**src/rtl/stereo_pkg.sv**
```systemverilog
// Shared image geometry, datapath widths and the pace FSM state type for the
// stereo disparity pipeline.
package stereo_pkg;

    localparam int IMG_W  = 320;
    localparam int IMG_H  = 240;
    localparam int ADDR_W = 17;
    localparam int SUM_W  = 25;
    localparam int CNT_W  = 17;

    typedef enum logic [2:0] {
        IDLE,
        SCAN,
        DRAIN,
        DIVIDE,
        DONE
    } pace_state_t;

    // Clamp a wide quotient into the 8-bit disparity range.
    function automatic logic [7:0] saturate8(input logic [SUM_W-1:0] value);
        return (value > SUM_W'(255)) ? 8'hFF : value[7:0];
    endfunction

endpackage

```
**src/rtl/seq_divider.sv**
```systemverilog
// Unsigned restoring divider producing one quotient bit per cycle, MSB first.
// o_done is high during the final iteration; the quotient is final the cycle after.
module seq_divider #(
    parameter int DVD_W = 25,
    parameter int DVS_W = 17
) (
    input  logic             i_clk,
    input  logic             i_rst,
    input  logic             i_start,
    input  logic [DVD_W-1:0] i_dividend,
    input  logic [DVS_W-1:0] i_divisor,
    output logic             o_busy,
    output logic             o_done,
    output logic [DVD_W-1:0] o_quotient
);

    localparam int BITS_W = $clog2(DVD_W + 1);

    logic [DVD_W-1:0]  r_quo;
    logic [DVS_W-1:0]  r_rem;
    logic [DVS_W-1:0]  r_dvs;
    logic [BITS_W-1:0] r_bitsLeft;
    logic              r_busy;
    logic [DVS_W:0]    w_remShift;
    logic [DVS_W-1:0]  w_remSub;
    logic              w_fits;

    assign w_remShift = {r_rem, r_quo[DVD_W-1]};
    assign w_fits     = w_remShift >= {1'b0, r_dvs};
    // When the divisor fits, the true difference is below the divisor, so the low bits suffice.
    assign w_remSub   = w_remShift[DVS_W-1:0] - r_dvs;

    always_ff @(posedge i_clk) begin
        if (i_rst) begin
            r_quo      <= '0;
            r_rem      <= '0;
            r_dvs      <= '0;
            r_bitsLeft <= '0;
            r_busy     <= 1'b0;
        end else if (i_start && !r_busy) begin
            r_quo      <= i_dividend;
            r_rem      <= '0;
            r_dvs      <= i_divisor;
            r_bitsLeft <= BITS_W'(DVD_W);
            r_busy     <= 1'b1;
        end else if (r_busy) begin
            r_quo      <= {r_quo[DVD_W-2:0], w_fits};
            r_rem      <= w_fits ? w_remSub : w_remShift[DVS_W-1:0];
            r_bitsLeft <= r_bitsLeft - BITS_W'(1);
            r_busy     <= (r_bitsLeft != BITS_W'(1));
        end
    end

    assign o_busy     = r_busy;
    assign o_done     = r_busy && (r_bitsLeft == BITS_W'(1));
    assign o_quotient = r_quo;

endmodule

```
**src/rtl/disparity_pace.sv**
```systemverilog
// Scans a region of the SSD disparity BRAM, averages the nonzero disparities and
// turns the mean into a 4-bit LED pace code.
module disparity_pace #(
    parameter int IMG_W        = stereo_pkg::IMG_W,
    parameter int IMG_H        = stereo_pkg::IMG_H,
    parameter int ROI_X0       = 100,
    parameter int ROI_X1       = 219,
    parameter int ROI_Y0       = 80,
    parameter int ROI_Y1       = 159,
    parameter int MIN_COUNT    = 64,
    parameter int BRAM_LATENCY = 2
) (
    input  logic                          clk_in,
    input  logic                          rst_in,
    input  logic                          start_in,
    output logic [stereo_pkg::ADDR_W-1:0] addr_out,
    output logic                          rd_en_out,
    input  logic [7:0]                    dout_in,
    output logic                          busy_out,
    output logic [7:0]                    mean_out,
    output logic [stereo_pkg::CNT_W-1:0]  count_out,
    output logic [3:0]                    speed_out,
    output logic                          valid_out
);

    import stereo_pkg::*;

    localparam int X_LAST  = (ROI_X1 < IMG_W) ? ROI_X1 : IMG_W - 1;
    localparam int Y_LAST  = (ROI_Y1 < IMG_H) ? ROI_Y1 : IMG_H - 1;
    localparam int DRAIN_W = $clog2(BRAM_LATENCY + 1);
    localparam logic [ADDR_W-1:0] START_ADDR = ADDR_W'(ROI_Y0 * IMG_W + ROI_X0);
    localparam logic [ADDR_W-1:0] ROW_STEP   = ADDR_W'(IMG_W - (X_LAST - ROI_X0));

    pace_state_t               r_state;
    pace_state_t               w_nextState;
    logic [15:0]               r_x;
    logic [15:0]               r_y;
    logic [ADDR_W-1:0]         r_addr;
    logic                      r_rdEn;
    logic [BRAM_LATENCY-1:0]   r_tag;
    logic [BRAM_LATENCY-1:0]   w_tagNext;
    logic [SUM_W-1:0]          r_sum;
    logic [CNT_W-1:0]          r_count;
    logic [DRAIN_W-1:0]        r_drainLeft;
    logic [7:0]                r_mean;
    logic [CNT_W-1:0]          r_countOut;
    logic [3:0]                r_speed;
    logic                      r_valid;
    logic                      w_lastPixel;
    logic                      w_take;
    logic [SUM_W-1:0]          w_sumNext;
    logic [CNT_W-1:0]          w_countNext;
    logic                      w_drainLast;
    logic                      w_enough;
    logic                      w_busy;
    logic                      w_accept;
    logic                      w_divStart;
    logic                      w_inScan;
    logic                      w_inDrain;
    logic                      w_inDone;
    logic                      w_divBusy;
    logic                      w_divDone;
    logic [SUM_W-1:0]          w_quotient;
    logic [7:0]                w_mean;

    // The tag pipeline mirrors the BRAM so each returning byte is known to be a real read.
    if (BRAM_LATENCY == 1) begin : g_tagSingle
        assign w_tagNext = r_rdEn;
    end else begin : g_tagShift
        assign w_tagNext = {r_tag[BRAM_LATENCY-2:0], r_rdEn};
    end

    assign w_lastPixel = (r_x == 16'(X_LAST)) && (r_y == 16'(Y_LAST));
    assign w_take      = r_tag[BRAM_LATENCY-1] && (dout_in != 8'd0);
    assign w_sumNext   = r_sum + (w_take ? SUM_W'(dout_in) : SUM_W'(0));
    assign w_countNext = r_count + CNT_W'(w_take);
    assign w_drainLast = (r_drainLeft == '0);
    assign w_enough    = (w_countNext >= CNT_W'(MIN_COUNT));
    assign w_mean      = (r_count >= CNT_W'(MIN_COUNT)) ? saturate8(w_quotient) : 8'd0;

    always_ff @(posedge clk_in) begin
        if (rst_in) begin
            r_state <= IDLE;
        end else begin
            r_state <= w_nextState;
        end
    end

    always_comb begin
        w_nextState = r_state;
        case (r_state)
            IDLE:    if (start_in) w_nextState = SCAN;
            SCAN:    if (w_lastPixel) w_nextState = DRAIN;
            DRAIN:   if (w_drainLast) w_nextState = w_enough ? DIVIDE : DONE;
            DIVIDE:  if (w_divDone || !w_divBusy) w_nextState = DONE;
            DONE:    w_nextState = IDLE;
            default: w_nextState = IDLE;
        endcase
    end

    always_comb begin
        w_busy     = 1'b0;
        w_accept   = 1'b0;
        w_divStart = 1'b0;
        w_inScan   = 1'b0;
        w_inDrain  = 1'b0;
        w_inDone   = 1'b0;
        case (r_state)
            IDLE:   w_accept = start_in;
            SCAN:   begin w_busy = 1'b1; w_inScan = 1'b1; end
            DRAIN:  begin w_busy = 1'b1; w_inDrain = 1'b1; w_divStart = w_drainLast && w_enough; end
            DIVIDE: w_busy = 1'b1;
            DONE:   begin w_busy = 1'b1; w_inDone = 1'b1; end
            default: ;
        endcase
    end

    always_ff @(posedge clk_in) begin
        if (rst_in) begin
            r_x         <= '0;
            r_y         <= '0;
            r_addr      <= '0;
            r_rdEn      <= 1'b0;
            r_tag       <= '0;
            r_sum       <= '0;
            r_count     <= '0;
            r_drainLeft <= '0;
            r_mean      <= '0;
            r_countOut  <= '0;
            r_speed     <= '0;
            r_valid     <= 1'b0;
        end else begin
            r_tag       <= w_tagNext;
            r_drainLeft <= w_inDrain ? r_drainLeft - DRAIN_W'(1) : DRAIN_W'(BRAM_LATENCY - 1);
            r_valid     <= w_inDone;
            if (w_accept) begin
                r_x     <= 16'(ROI_X0);
                r_y     <= 16'(ROI_Y0);
                r_addr  <= START_ADDR;
                r_rdEn  <= 1'b1;
                r_sum   <= '0;
                r_count <= '0;
            end else begin
                r_sum   <= w_sumNext;
                r_count <= w_countNext;
                if (w_inScan) begin
                    if (w_lastPixel) begin
                        r_rdEn <= 1'b0;
                    end else if (r_x == 16'(X_LAST)) begin
                        r_x    <= 16'(ROI_X0);
                        r_y    <= r_y + 16'd1;
                        r_addr <= r_addr + ROW_STEP;
                    end else begin
                        r_x    <= r_x + 16'd1;
                        r_addr <= r_addr + ADDR_W'(1);
                    end
                end
            end
            if (w_inDone) begin
                r_mean     <= w_mean;
                r_countOut <= r_count;
                r_speed    <= w_mean[7:4];
            end
        end
    end

    // Operands are the next-cycle accumulator values so the last drained byte is included.
    seq_divider #(
        .DVD_W (SUM_W),
        .DVS_W (CNT_W)
    ) u_divider (
        .i_clk      (clk_in),
        .i_rst      (rst_in),
        .i_start    (w_divStart),
        .i_dividend (w_sumNext),
        .i_divisor  (w_countNext),
        .o_busy     (w_divBusy),
        .o_done     (w_divDone),
        .o_quotient (w_quotient)
    );

    assign addr_out  = r_addr;
    assign rd_en_out = r_rdEn;
    assign busy_out  = w_busy;
    assign mean_out  = r_mean;
    assign count_out = r_countOut;
    assign speed_out = r_speed;
    assign valid_out = r_valid;

endmodule
```
**config.mk**
```make
export PLATFORM = sky130hd
export DESIGN_NAME = disparity_pace
export DESIGN_NICKNAME = d
export VERILOG_FILES = /design/src/rtl/stereo_pkg.sv /design/src/rtl/seq_divider.sv /design/src/rtl/disparity_pace.sv
export SDC_FILE = /design/constraint.sdc
export NUM_CORES = 1
export LEC_CHECK = 0
export BUFFER_PORTS_ARGS = -buffer_cell sky130_fd_sc_hd__clkbuf_2
export CORE_MARGIN = 2
export CORE_UTILIZATION = 25
export DETAILED_ROUTE_END_ITERATION = 10
export GPL_TIMING_DRIVEN = 0
export PLACE_DENSITY = 0.4
export SYNTH_ARGS = -nofsm -noshare
export SYNTH_HDL_FRONTEND = slang
export SYNTH_SLANG_ARGS = --single-unit
export TNS_END_PERCENT = 1
```
**constraint.sdc**
```tcl
create_clock -name clk_in -period 7.98 [get_ports clk_in]
set_input_delay 1.596 -clock clk_in [delete_from_list [all_inputs] [get_ports clk_in]]
set_output_delay 1.596 -clock clk_in [all_outputs]
set_load 0.01 [all_outputs]
```
# --- Yosys cells after proc, flatten, opt, wreduce, memory -nomap -nowiden ---
# Cells that the tools add are included.
word_totals:
  wordCells: 113
  input_bits: 11
  reg_bits: 194
  output_inout_bits: 49
op_classes:
  mux: 38
  n_eq_ne: 13
  n_addsub: 9
  reduce_logical: 24
  n_bitwise: 2
  magnitude_cmp: 4
ops:
  columns: ["cell", "n"]
  rows:
  - ["25-bit 2-to-1 mux", 2]
  - ["7-bit 2-to-1 mux", 7]
  - ["15-bit 2-to-1 mux", 3]
  - ["17-bit by 7-bit greater-or-equal comparator with 1-bit output, second input constant", 2]
  - ["17-bit 2-to-1 mux", 2]
  - ["16-bit by 1-bit adder with 16-bit output, second input constant", 2]
  - ["16-bit by 8-bit equality test with 1-bit output, second input constant", 2]
  - ["25-bit by 8-bit adder with 25-bit output", 1]
  - ["25-bit by 8-bit > comparator with 1-bit output, second input constant", 1]
  - ["8-bit 2-to-1 mux", 3]
  - ["18-bit by 17-bit greater-or-equal comparator with 1-bit output", 1]
  - ["17-bit by 1-bit adder with 17-bit output", 1]
  - ["17-bit by 1-bit adder with 17-bit output, second input constant", 1]
  - ["17-bit by 8-bit adder with 17-bit output, second input constant", 1]
  - ["17-bit subtractor", 1]
  - ["16-bit 2-to-1 mux", 1]
  - ["3-bit 2-to-1 mux", 5]
  - ["1-bit 2-to-1 mux", 12]
  - ["3-bit case mux with 4 select lines", 1]
  - ["5-bit 2-to-1 mux", 2]
  - ["2-bit != test, second input constant", 4]
  - ["2-bit nonzero test", 4]
  - ["8-bit nonzero test", 1]
  - ["3-bit by 2-bit equality test with 1-bit output, second input constant", 2]
  - ["other kinds (18)", 28]

# --- Depth between registers and ports, before layout ---
# Gate-level depths: netlist of the first run.
depth:
  depth_word: 8
  ltp_mapped: 12
  depth_no_buf: 12

# --- Cells and area by module ---
# Synthesis of the first run repeated with hierarchy kept, for this count alone.
unflattened:
  cells_unflattened: 1167
  area_unflattened_um2: 9808.2
modules_own_cells:
  columns: ["module", "n_inst", "seq_area_each_um2", "cells_each", "area_each_um2"]
  rows:
  - ["disparity_pace", 1, 2502.4, 699, 6059.6]
  - ["seq_divider", 1, 1301.2, 468, 3748.6]

# --- Least setup slack after synthesis of the first run ---
# OpenSTA, ideal clock, no wires.
synth_path:
  path_kind: "input to register"
  startpoint: "in dout_in[5]"
  endpoint: "reg u_divider.r_quo[7], in the netlist u_divider.o_quotient[7]"
  path_stages: 11
  n_path_buf: 0
  arrival_time_ns: 4.094
  setup_time_ns: 0.079
  setup_slack_ns: 3.807
  path_cell_list: "nor4_1 > a21boi_0 > ha_1 > ha_1 > nand3_1 > or4_4 > mux2i_1 > and4_1 > a31oi_2 > mux2_2 > a211oi_2"
synth_between:
  elab_chain_cells: 8
synth_lines:
  columns: ["item", "line", "rtl"]
  rows:
  - ["start: declaration", "disparity_pace.sv:18", "input logic [7:0] dout_in,"]
  - ["8-bit nonzero test", "disparity_pace.sv:74", "assign w_take = r_tag[BRAM_LATENCY-1] && (dout_in != 8'd0);"]
  - ["1-bit logical AND", "disparity_pace.sv:74", null]
  - ["17-bit by 1-bit adder with 17-bit output", "disparity_pace.sv:76", "assign w_countNext = r_count + CNT_W'(w_take);"]
  - ["17-bit by 7-bit greater-or-equal comparator with 1-bit output", "disparity_pace.sv:78", "assign w_enough = (w_countNext >= CNT_W'(MIN_COUNT));"]
  - ["1-bit logical AND", "disparity_pace.sv:111", "DRAIN: begin w_busy = 1'b1; w_inDrain = 1'b1; w_divStart = w_drainLast && w_enough; end"]
  - ["1-bit 2-to-1 mux", "disparity_pace.sv:108", "case (r_state)"]
  - ["1-bit logical AND", "seq_divider.sv:40", "end else if (i_start && !r_busy) begin"]
  - ["25-bit 2-to-1 mux or 2-bit nonzero test (tied branches)", null, null]
  - ["end signal: assignment", "seq_divider.sv:41", "r_quo <= i_dividend;"]
  - ["end signal: assignment", "seq_divider.sv:47", "r_quo <= {r_quo[DVD_W-2:0], w_fits};"]
  - ["end: declaration", "seq_divider.sv:19", "logic [DVD_W-1:0] r_quo;"]
# Parallel ways exist; a longest one is shown, timed or not.
# A chain may end at the register's enable or synchronous reset.

# --- Final worst setup path of the first run ---
layout_path:
  startpoint: "in dout_in[7]"
  endpoint: "reg u_divider.r_quo[8], in the netlist u_divider.o_quotient[8]"
# The elaborated chain is that of the path after synthesis.

==> summary.md, run 1 <==
| Metric | Value |
|---|---|
| Die span in y | 199 µm |
| Postcts setup bufs | 0 |
| Syn-to-layout area delta | 15.8% |
| DRT iter0 DRCs | 354 |
| Non-Filler Instances | 1716 |
| Gr usage total | 0.150 |
| Worst Tran Pin Value | 1.03 ns |
| Post-synth EDFFs | 0 |
| Cell Area, Synth | 9520 µm² |
| Num CTS Buffers | 17 |
| 1st-pass router iterations | 4 |
| Simple-gate area share of the yosys netlist | 0.229 |
| Setup Crit Path Kind | input port to flop |
| Cells after synthesis | 1115 |
| Crit-path most repeated cell | ha_1 |
| # diodes | 0 |
| Slew Limit Fails | 0 |
| Clock sink count | 190 |
| Vias in the first global route | 7974 |
| Maximum vdd drop | 0.112 mV |
| Hold WC Path Type | flop to flop |
| Top-area cell type share of the netlist area | 0.400 |
| Clk_skew | 0.0143 ns |
| RSZ-0062 raised after global routing | no |
| Routed vias/inst | 4.69 |
| CTS Root Buffer Type | clkbuf_16 |
| Top cells by area, synth | dfxtp_1, nor2_1, xnor2_1 |
| Nets | 1241 |
| Synth cell types | 77 |
| CP max FO | 8 |
| Worst path buffer plus inverter count | 1 |
| Clk slew on worst S/H paths | 0.08 ns |
| Routed vias | 8052 |
| Die area | 39600 µm² |
| Share of cells above drive strength 1 | 0.110 |
| Residual DRC count | 0 |
| Xor-xnor portion of the synthesized cell area | 0.0810 |
| Final min period | 5.26 ns |
| Status | completed |
| Core ar. | 37600 µm² |
| Final Setup Violations | 0 |
| Gpl congestion | 0.793 |
| Async S/R FF share, synth | 0 |
| Cell with the most instances after synthesis | dfxtp_1 |
| Clock Tree Buf Depth | 2 |
| Syn nets | 1164 |
| Top FF cell, synth | dfxtp_1 |
| Post_cts resized | 0 |
| Final hold vios | 0 |
| Power Density | 187 nW/µm² |
| Starting Density | 0.253 |
| Max frequency | 0.190 GHz |
| DP HPWL | 21900 µm |
| Sequential area share after synthesis | 0.400 |
| Crit path capture type | flop |
| Adder-Cell Fraction of Synth Area | 0.0515 |
| Warnings from Yosys | 0 |
| CTS tree | built |
| Initial antenna violation count | 0 |
| Slowest stage cell on the critical path | a21boi_0 |
| Drt wl/cell | 16.8 µm |
| Largest net degree at the start of global routing | 18 |
| Row cnt | 71 |
| Synth Area in Compound Gates | 0.182 |
| Setup_tns | 0 ns |
| Area leader, netlist | dfxtp_1 |
| Antenna Nets Post-Route | 0 |
| Worst Path Arrival | 5.59 ns |
| Worst Path Required | 8.31 ns |
| Routed WL | 28900 µm |
| CP top delay family | compound AO/OA/AOI/OAI gates |
| Max incr delay on CP | 0.81 ns |
| Worst skew pair latency | 0.44 ns |
| First-pass GRT wire length | 45300 µm |
| Syn avg cell area | 8.54 µm² |
| Post-synthesis mux area share | 0.0159 |
| I/O pin cnt | 60 |
| Placed Cells | 1684 |
| Die Width | 199 µm |
| Final worst-path cycle share | 0.660 |
| FF+latch count, synth | 190 |
| # port buffers | 58 |
| Largest family of logic cells by synthesized area | simple AND/OR/NAND/NOR gates |
| Total congestion overflow | 0 |
| Max H-tree Level | 4 |
| Critical path launch point type | input port |
| Worst path cell trace | clkbuf_2 > nor4_1 > a21boi_0 > ha_1 > ha_1 > nand3_1 > or4_4 > mux2i_1 > nand4_1 > nor3_2 > o21ai_1 > o221a_2 |
| Max Cap Viol | 0 |
| Final hold slack | 0.456 ns |
| Post-synth top cells | dfxtp_1, nor2_1, nand2_1 |
| Leakage | 3.99 nW |
| Relative slew slack | 0.307 |
| CTS Hold Bufs | 0 |
-- worst register-to-register path: cells and delay by family (launching register included) --
| kind | cells | cell delay, ns |
|---|---|---|
| and+or+nand+nor | 4 | 1.47 |
| DFF | 1 | 0.40 |
| adders and majority gates | 2 | 0.58 |
| AOI/OAI and AO/OA | 3 | 1.66 |
| muxes | 1 | 0.19 |
-- placed cells by master (no fill, tap or decap), types with 8 or more instances in the layout --
cell type  synthesis  routed
and4_1             9       9
nand3_1           24      24
nand2_1          111     111
clkbuf_2           0      58
dfxtp_1          190     190
xor2_1            35      35
nor2b_1           12      12
ha_1              36      36
clkbuf_1          31      32
inv_1             41      41
and2_1            23      23
clkbuf_16          0      17
o21ai_0           34      34
nor3_1            35      35
a221o_1           12      12
and3_1            19      19
or3_1             12      12
nand4_1           16      16
a31oi_1           11      11
nor2_1           135     135
nor4_1            16      16
o21a_1            15      15
buf_1              8       8
a211oi_1          33      33
a21oi_1           76      76
mux2i_1           14      14
xnor2_1           53      53
-- report_power, final --
part	switching, W	internal, W
Sequential	0.0000238	0.000971
Combinational	0.000137	0.0000596
Clock	0.000419	0.000446
Total	0.000579	0.00148
-- logic make-up after synthesis --
logic type,count (synthesis)
fa+ha+maj,38
buf+inv,94
mux,15
flops,190
compound gates,249
xor+xnor,88
simple gates,441
-- worst paths after layout --
check | startpoint | to | slack [ns] | cells past startpoint
min | count_out[7]$_SDFFE_PP0P_ | count_out[7]$_SDFFE_PP0P_ | 0.46 | 2
min reg2reg | count_out[7]$_SDFFE_PP0P_ | count_out[7]$_SDFFE_PP0P_ | 0.46 | 2
max | dout_in[7] | u_divider.o_quotient[8]$_SDFFE_PP0P_ | 2.72 | 12
max reg2reg | r_tag[1]$_SDFF_PP0_ | u_divider.o_quotient[8]$_SDFFE_PP0P_ | 3.57 | 10
-- flip-flops by register name (all words and copies together), names as in the netlist, 2 cells and up --
signal and flops:
addr_out 17, count_out 17, mean_out 8, r_count 17
r_drainLeft 2, r_state 3, r_sum 25, r_tag 2
r_x 16, r_y 16, u_divider.o_quotient 25, u_divider.r_bitsLeft 5
u_divider.r_dvs 17, u_divider.r_rem 17
-- through the flow --
step	util	total power, W	instance area [µm²]	setup WS (ns)
after detailed placement	0.278	0.00122	10400	2.28
after global routing	0.293	0.00214	11000	2.55
after floorplan	-	0.00113	9520	3.81
final	0.293	0.00206	11000	2.72
after CTS	0.293	0.00209	11000	2.75
after global placement	0.278	0.00122	10400	2.30
-- metal layers --
| layer | GRT usage | part of all wire |
|---|---|---|
| met1 | 0.200 | 0.49 |
| met2 | 0.248 | 0.47 |
| met3 | 0.0265 | 0.029 |
| met4 | 0.0390 | 0.013 |
| met5 | 0 | 0 |
-- final cells by class --
cell class                      instances  area (µm²)
Timing Repair Buffer                   58         290
Inverter                               42         158
Multi-Input combinational cell        831        5320
Clock inverter                         13         129
Buffer                                 52         233
Tap cell                              511         639
Fill cell                            4061       26600
Clock buffer                           19         443
Sequential cell                       190        3800
Power figures use the tool's default switching activity.
==> run 2: changes to the inputs <==
--- a/config.mk
+++ b/config.mk
@@ -10,7 +10,7 @@
 export CORE_UTILIZATION = 25
 export DETAILED_ROUTE_END_ITERATION = 10
 export GPL_TIMING_DRIVEN = 0
-export PLACE_DENSITY = 0.4
+export PLACE_DENSITY = 0.41
 export SYNTH_ARGS = -nofsm -noshare
 export SYNTH_HDL_FRONTEND = slang
 export SYNTH_SLANG_ARGS = --single-unit
==> constraint.sdc (replaced) <==
create_clock -name clk_in -period 4.6 [get_ports clk_in]
set_input_delay 0.92 -clock clk_in [delete_from_list [all_inputs] [get_ports clk_in]]
set_output_delay 0.92 -clock clk_in [all_outputs]
set_load 0.01 [all_outputs]
==> run 2 against run 1 <==
Compared with the run above:
- clock power rose by 65%
- combinational power rose by 72%
- routed wire length fell by 1.1%
- register-to-register slack got worse by 3.2 ns
- final area fell by 0.22%
- final cell count fell by 0.12%
- sequential power rose by 74%
- total power rose by 70%
- first-iteration DRC count rose by 36%
- critical endpoint is now u_divider.o_quotient[4]$_SDFFE_PP0P_
- highest routed layer unchanged
==> summary.md, run 2 (same netlist as run 1, synthesis figures left out) <==
| Metric | Value |
|---|---|
| Status | completed |
| Worst hold path startpoint | mean_out[0]$_SDFFE_PP0P_ |
| Area of the multi-input gates | 5320 µm² (unchanged) |
| Syn-to-layout area delta | 15.5% |
| Die Width | 199 µm (unchanged) |
| Drt wl/cell | 16.7 µm (-1.0%) |
| Row cnt | 71 (unchanged) |
| Die span in y | 199 µm (unchanged) |
| Worst Path Arrival | 4.70 ns (-0.89 ns) |
| Setup Slack @ Placement | -0.261 ns (-2.54 ns) |
| Initial antenna violation count | 0 (unchanged) |
| Gr usage total | 0.147 (-0.00237) |
| Leakage | 3.98 nW (-0.25%) |
| CTS Hold Bufs | 0 (unchanged) |
| Power share of the clock group | 0.410 (-0.011) |
| Num CTS Buffers | 17 (unchanged) |
| Hold Path Stages | 2 (unchanged) |
| Clk slew on worst S/H paths | 0.06 ns (-0.02 ns) |
| Worst skew pair latency | 0.43 ns (about the same) |
| Maximum vdd drop | 0.218 mV (+94%) |
| Clock Tree Buf Depth | 2 (unchanged) |
| Slew Limit Fails | 0 (unchanged) |
| CTS Root Buffer Type | clkbuf_16 |
| RSZ-0062 raised after global routing | no |
| Sw power | 0.000938 W (+62%) |
| Die area | 39600 µm² (unchanged) |
| Crit path capture type | flop |
| P_int | 0.00256 W (+74%) |
| Commonest non-fill, non-tap cell in the layout | dfxtp_1 |
| I/O pin cnt | 60 (unchanged) |
| Clk_skew | 0.0114 ns (-0.00286 ns) |
| CP max FO | 8 (unchanged) |
| Non-Filler Instances | 1714 (-0.12%) |
| # diodes | 0 (unchanged) |
| # port buffers | 58 (unchanged) |
| Gpl congestion | 0.799 (+0.74%) |
| Sequential Power Share | 0.493 (+0.009) |
| Relative slew slack | 0.407 (+0.0999) |
| Register area | 3800 µm² (unchanged) |
| Clock sink count | 190 (unchanged) |
| Switching part of the total | 0.268 (-0.0139) |
| Final hold vios | 0 (unchanged) |
| Final Setup Violations | 0 (unchanged) |
| Power Density | 318 nW/µm² (+71%) |
| Setup Crit Path Kind | input port to flop |
| Starting Density | 0.253 (unchanged) |
| Commonest non-fill, non-tap cells in the layout | dfxtp_1, nor2_1, nand2_1 |
| Fillers | 4088 (+0.66%) |
| Residual DRC count | 0 (unchanged) |
| Routed vias/inst | 4.72 (+0.69%) |
| Total congestion overflow | 0 (unchanged) |
| Combinational share of power | 0.097 (about the same) |
| Postcts setup bufs | 0 (unchanged) |
| Crit. Startpoint | dout_in[4] |
| Max H-tree Level | 4 (unchanged) |
| Hold WC Path Type | flop to flop |
| Final min period | 4.39 ns |
| Routed WL | 28600 µm (-1.1%) |
| Final worst-path cycle share | 0.954 |
| Nets | 1241 (unchanged) |
| Largest net degree at the start of global routing | 17 (-1) |
| Critical path launch point type | input port |
| Setup_tns | 0 ns (unchanged) |
| Antenna Nets Post-Route | 0 (unchanged) |
| CTS tree | built |
| DP HPWL | 21600 µm (-1.2%) |
| Fin worst setup slack | 0.213 ns (-2.50 ns) |
| Reg2reg path depth | 10 (unchanged) |
| Worst Path Required | 4.92 ns (-3.39 ns) |
| Share of cells above drive strength 1 | 0.107 (-0.00314) |
| Routed vias | 8098 (+0.57%) |
| Max frequency | 0.228 GHz |
| Core ar. | 37600 µm² (unchanged) |
| Worst Tran Pin Value | 0.886 ns (-0.144 ns) |
| Placed Cells | 1684 (unchanged) |
| Vias in the first global route | 8012 (+0.48%) |
| Max Cap Viol | 0 (unchanged) |
| First-pass GRT wire length | 45000 µm (-0.70%) |
| Post_cts resized | 0 (unchanged) |
| DRT iter0 DRCs | 483 (+36%) |
| Reg2Reg Launch Point | r_tag[1]$_SDFF_PP0_ |
| 1st-pass router iterations | 7 (+3) |
[run 2: cell types whose count changed in the layout (fill, tap and decap cells not counted), sizes merged]
cell / previous run / this run
clkbuf: 108 / 111
inv: 46 / 43
clkinv: 4 / 3
clkinvlp: 4 / 3
[run 2: per-stage QoR]
step | total power, W | area, µm² | hold slack (ns) | util
after detailed placement | 0.00211 | 10400 | 0.451 | 0.278
after global placement | 0.00211 | 10400 | 0.446 | 0.278
after CTS | 0.00356 | 11000 | 0.461 | 0.293
after global routing | 0.00365 | 11000 | 0.478 | 0.293
after floorplan | 0.00197 | 9520 | 0.414 | -
final | 0.00350 | 11000 | 0.458 | 0.293
[run 2: final timing paths]
path / to / slack (ns)
worst min register to register: mean_out[0]$_SDFFE_PP0P_ / 0.46
worst max-delay path: u_divider.o_quotient[4]$_SDFFE_PP0P_ / 0.21
worst min-delay path: mean_out[0]$_SDFFE_PP0P_ / 0.46
worst max register to register: u_divider.o_quotient[4]$_SDFFE_PP0P_ / 0.38
[run 2: layer usage]
metal	wire, µm	global-route usage
met1	13700	0.194
met4	299	0.0340
met3	906	0.0251
met5	0	0
met2	13600	0.250
[run 2: worst max-delay path, cell delays in order]
cell and delay (ns):
clkbuf_2 0.10, nor4_1 0.04, a21boi_0 0.61, ha_1 0.36, ha_1 0.22, nand3_1 0.24, or4_4 0.51, mux2i_1 0.19
nand4_1 0.23, nor3_2 0.45, o21ai_1 0.41, o221a_2 0.41
[run 2: final cells by class]
type | instances | area share
Tap cell | 511 | 0.0581
Buffer | 52 | 0.0212
Multi-Input combinational cell | 831 | 0.484
Clock buffer | 22 | 0.0422
Clock inverter | 8 | 0.00762
Inverter | 42 | 0.0143
Sequential cell | 190 | 0.346
Timing Repair Buffer | 58 | 0.0264
[run 2: power groups by stage]
stage / Clock, W / Combinational, W / Sequential [W]
after floorplan: 0 / 0.000208 / 0.00176
after global placement: 0 / 0.000345 / 0.00176
after detailed placement: 0 / 0.000345 / 0.00176
after CTS: 0.00149 / 0.000347 / 0.00173
after global routing: 0.00154 / 0.000378 / 0.00173
final: 0.00143 / 0.000339 / 0.00173
==> run 3: changes to the inputs <==
--- a/config.mk
+++ b/config.mk
@@ -7,10 +7,10 @@
 export LEC_CHECK = 0
 export BUFFER_PORTS_ARGS = -buffer_cell sky130_fd_sc_hd__clkbuf_2
 export CORE_MARGIN = 2
-export CORE_UTILIZATION = 25
+export CORE_UTILIZATION = 55
 export DETAILED_ROUTE_END_ITERATION = 10
-export GPL_TIMING_DRIVEN = 0
-export PLACE_DENSITY = 0.41
+export GPL_TIMING_DRIVEN = 1
+export PLACE_DENSITY = 0.76
 export SYNTH_ARGS = -nofsm -noshare
 export SYNTH_HDL_FRONTEND = slang
 export SYNTH_SLANG_ARGS = --single-unit
==> constraint.sdc (replaced) <==
create_clock -name clk_in -period 3.9 [get_ports clk_in]
set_input_delay 0.78 -clock clk_in [delete_from_list [all_inputs] [get_ports clk_in]]
set_output_delay 0.78 -clock clk_in [all_outputs]
set_load 0.01 [all_outputs]
==> run 3 against run 2 <==
Compared with the run above:
- largest cell class unchanged
- utilization rose by 33 points
- sequential share of layout area rose by 1.2 points
- first-iteration DRC count rose by 8.3%
- sequential power rose by 18%
- critical path type unchanged
==> summary.md, run 3 (same netlist as run 1, synthesis figures left out) <==
| Metric | Value |
|---|---|
| CTS Hold Bufs | 0 (unchanged) |
| # diodes | 0 (unchanged) |
| Syn-to-layout area delta | 11.7% |
| Routed vias | 8051 (-0.58%) |
| Hold WC Path Type | flop to flop |
| Clock Tree Buf Depth | 2 (unchanged) |
| Clk_skew | 0.0101 ns (-0.00137 ns) |
| Core ar. | 17100 µm² (-54%) |
| Commonest non-fill, non-tap cells in the layout | dfxtp_1, nor2_1, nand2_1 |
| Die area | 18400 µm² (-54%) |
| Post_cts resized | 0 (unchanged) |
| Status | completed |
| Clk slew on worst S/H paths | 0.07 ns (about the same) |
| Row cnt | 48 (-32%) |
| DRT iter0 DRCs | 523 (+8.3%) |
| Postcts setup bufs | 0 (unchanged) |
| Hold Path Stages | 2 (unchanged) |
| Clock sink count | 190 (unchanged) |
| Worst path cell trace | clkbuf_2 > nor4_1 > a21boi_0 > buf_4 > ha_1 > ha_1 > nand3_1 > buf_4 > nor2_1 > and3_1 > xnor2_1 > a31oi_2 > buf_4 > nor3_4 > a221o_1 |
| Max Cap Viol | 0 (unchanged) |
| Max frequency | 0.296 GHz |
| Worst Tran Pin Value | 0.798 ns (-0.0882 ns) |
| Starting Density | 0.556 (+0.303) |
| Reg2reg path depth | 10 (unchanged) |
| Final hold vios | 0 (unchanged) |
| Worst Path Arrival | 3.75 ns (-0.95 ns) |
| Worst Path Required | 4.27 ns (-0.65 ns) |
| Total congestion overflow | 0 (unchanged) |
| I/O pin cnt | 60 (unchanged) |
| Maximum vdd drop | 0.314 mV (+44%) |
| # port buffers | 59 (+1.7%) |
| Reg2Reg Launch Point | u_divider.o_quotient[24]$_SDFFE_PP0P_ |
| Worst reg2reg path endpoint | u_divider.r_rem[13]$_SDFFE_PP0P_ |
| Slowest stage cell on the critical path | xnor2_1 |
| Worst Hold Path EP | count_out[1]$_SDFFE_PP0P_ |
| Register-to-register path setup slack | 0.56 ns (+0.18 ns) |
| Leakage | 3.99 nW (+0.28%) |
| CP top delay family | simple AND/OR/NAND/NOR gates |
| 1st-pass router iterations | 5 (-2) |
| Setup_tns | 0 ns (unchanged) |
| Crit-path most repeated cell | buf_4 |
| Relative slew slack | 0.461 (+0.0540) |
| Die Width | 136 µm (-32%) |
| RSZ-0062 raised after global routing | no |
| Worst skew pair latency | 0.43 ns (about the same) |
| Worst hold path startpoint | count_out[1]$_SDFFE_PP0P_ |
| Fillers | 1491 (-64%) |
| Largest net degree at the start of global routing | 69 (+52) |
| Gpl congestion | 0.865 (+8.3%) |
| Crit path capture type | flop |
| First-pass GRT wire length | 36400 µm (-19%) |
| Final min period | 3.38 ns |
| Max H-tree Level | 4 (unchanged) |
| Final Setup Violations | 0 (unchanged) |
| Share of cells above drive strength 1 | 0.119 (+0.0122) |
| Vias in the first global route | 7498 (-6.4%) |
| CP max FO | 10 (+2) |
| Initial antenna violation count | 0 (unchanged) |
| Gr usage total | 0.246 (+0.0989) |
| Final worst-path cycle share | 0.867 |
| CTS tree | built |
| Register area | 3800 µm² (about the same) |
| Routed WL | 22000 µm (-23%) |
| Placed cell areas | 10000 µm² (-3.8%) |
| Slew Limit Fails | 0 (unchanged) |
| Die span in y | 136 µm (-32%) |
| Critical path launch point type | input port |
| Nets | 1209 (-2.6%) |
| Worst path buffer plus inverter count | 4 (+3) |
| CTS Root Buffer Type | clkbuf_16 |
| Post-route cell area | 10600 µm² (-3.3%) |
| DP HPWL | 15400 µm (-29%) |
| Residual DRC count | 0 (unchanged) |
| Area of the multi-input gates | 5330 µm² (about the same) |
| Num CTS Buffers | 17 (unchanged) |
| Drt wl/cell | 15.8 µm (-5.3%) |
| Routed vias/inst | 5.76 (+22%) |
| Antenna Nets Post-Route | 0 (unchanged) |
| Max incr delay on CP | 0.42 ns (-0.19 ns) |
| Setup Crit Path Kind | input port to flop |
| Commonest non-fill, non-tap cell in the layout | dfxtp_1 |
| Power Density | 387 nW/µm² (+21%) |
run 3: final cells by class:
type | count | share of cell area
tap | 225 | 0.0265
timing repair buffer | 78 | 0.0447
sequential | 190 | 0.358
clock inverter | 7 | 0.00753
multi-input combinational | 831 | 0.501
clock buffer | 24 | 0.0472
inverter | 42 | 0.0148
run 3: worst max path at each step:
stage / start / endpoint / slack [ns] / cells past startpoint
after floorplan: dout_in[5] / u_divider.o_quotient[7]$_SDFFE_PP0P_ / 0.54 / 11
after global placement: dout_in[7] / u_divider.o_quotient[18]$_SDFFE_PP0P_ / 0.23 / 15
after detailed placement: dout_in[7] / u_divider.o_quotient[11]$_SDFFE_PP0P_ / 0.15 / 15
after CTS: dout_in[7] / u_divider.o_quotient[11]$_SDFFE_PP0P_ / 0.57 / 15
after global routing: r_x[0]$_SDFFE_PP0P_ / addr_out[12]$_SDFFE_PP0P_ / 0.26 / 12
final: dout_in[7] / u_divider.o_quotient[11]$_SDFFE_PP0P_ / 0.52 / 15
run 3: routing by layer:
metal / up-vias / track usage / wire (µm)
met5: - / 0 / 0
met4: 0 / 0.0903 / 496
met3: 40 / 0.0453 / 830
met2: 155 / 0.399 / 10300
met1: 3800 / 0.328 / 10400
li1: 4056 / - / -
run 3: worst reg2reg max path, delay by kind of cell (launching register included):
kind                     cells  cell delay (ns)
adder cells (fa/ha/maj)      2             0.64
AO/OA/AOI/OAI                4             1.16
AND/OR/NAND/NOR              3             1.04
buffers and inverters        1             0.08
flip-flops                   1             0.34
run 3: metrics by stage:
step	hold WS (ns)	setup slack [ns]	total power [W]	cells	utilization
floorplan	0.414	0.543	0.00232	1115	-
global placement	0.440	0.233	0.00243	1366	0.587
finish	0.455	0.520	0.00411	1397	0.621
detailed placement	0.446	0.151	0.00244	1366	0.587
global route	0.474	0.260	0.00425	1397	0.621
CTS	0.458	0.568	0.00413	1397	0.621
run 3: power by group:
| part | internal, W | total, W | switching, W |
|---|---|---|---|
| clock network | 0.000967 | 0.00171 | 0.000746 |
| registers | 0.00199 | 0.00204 | 0.0000515 |
| logic | 0.000119 | 0.000356 | 0.000237 |
| total | 0.00307 | 0.00411 | 0.00103 |
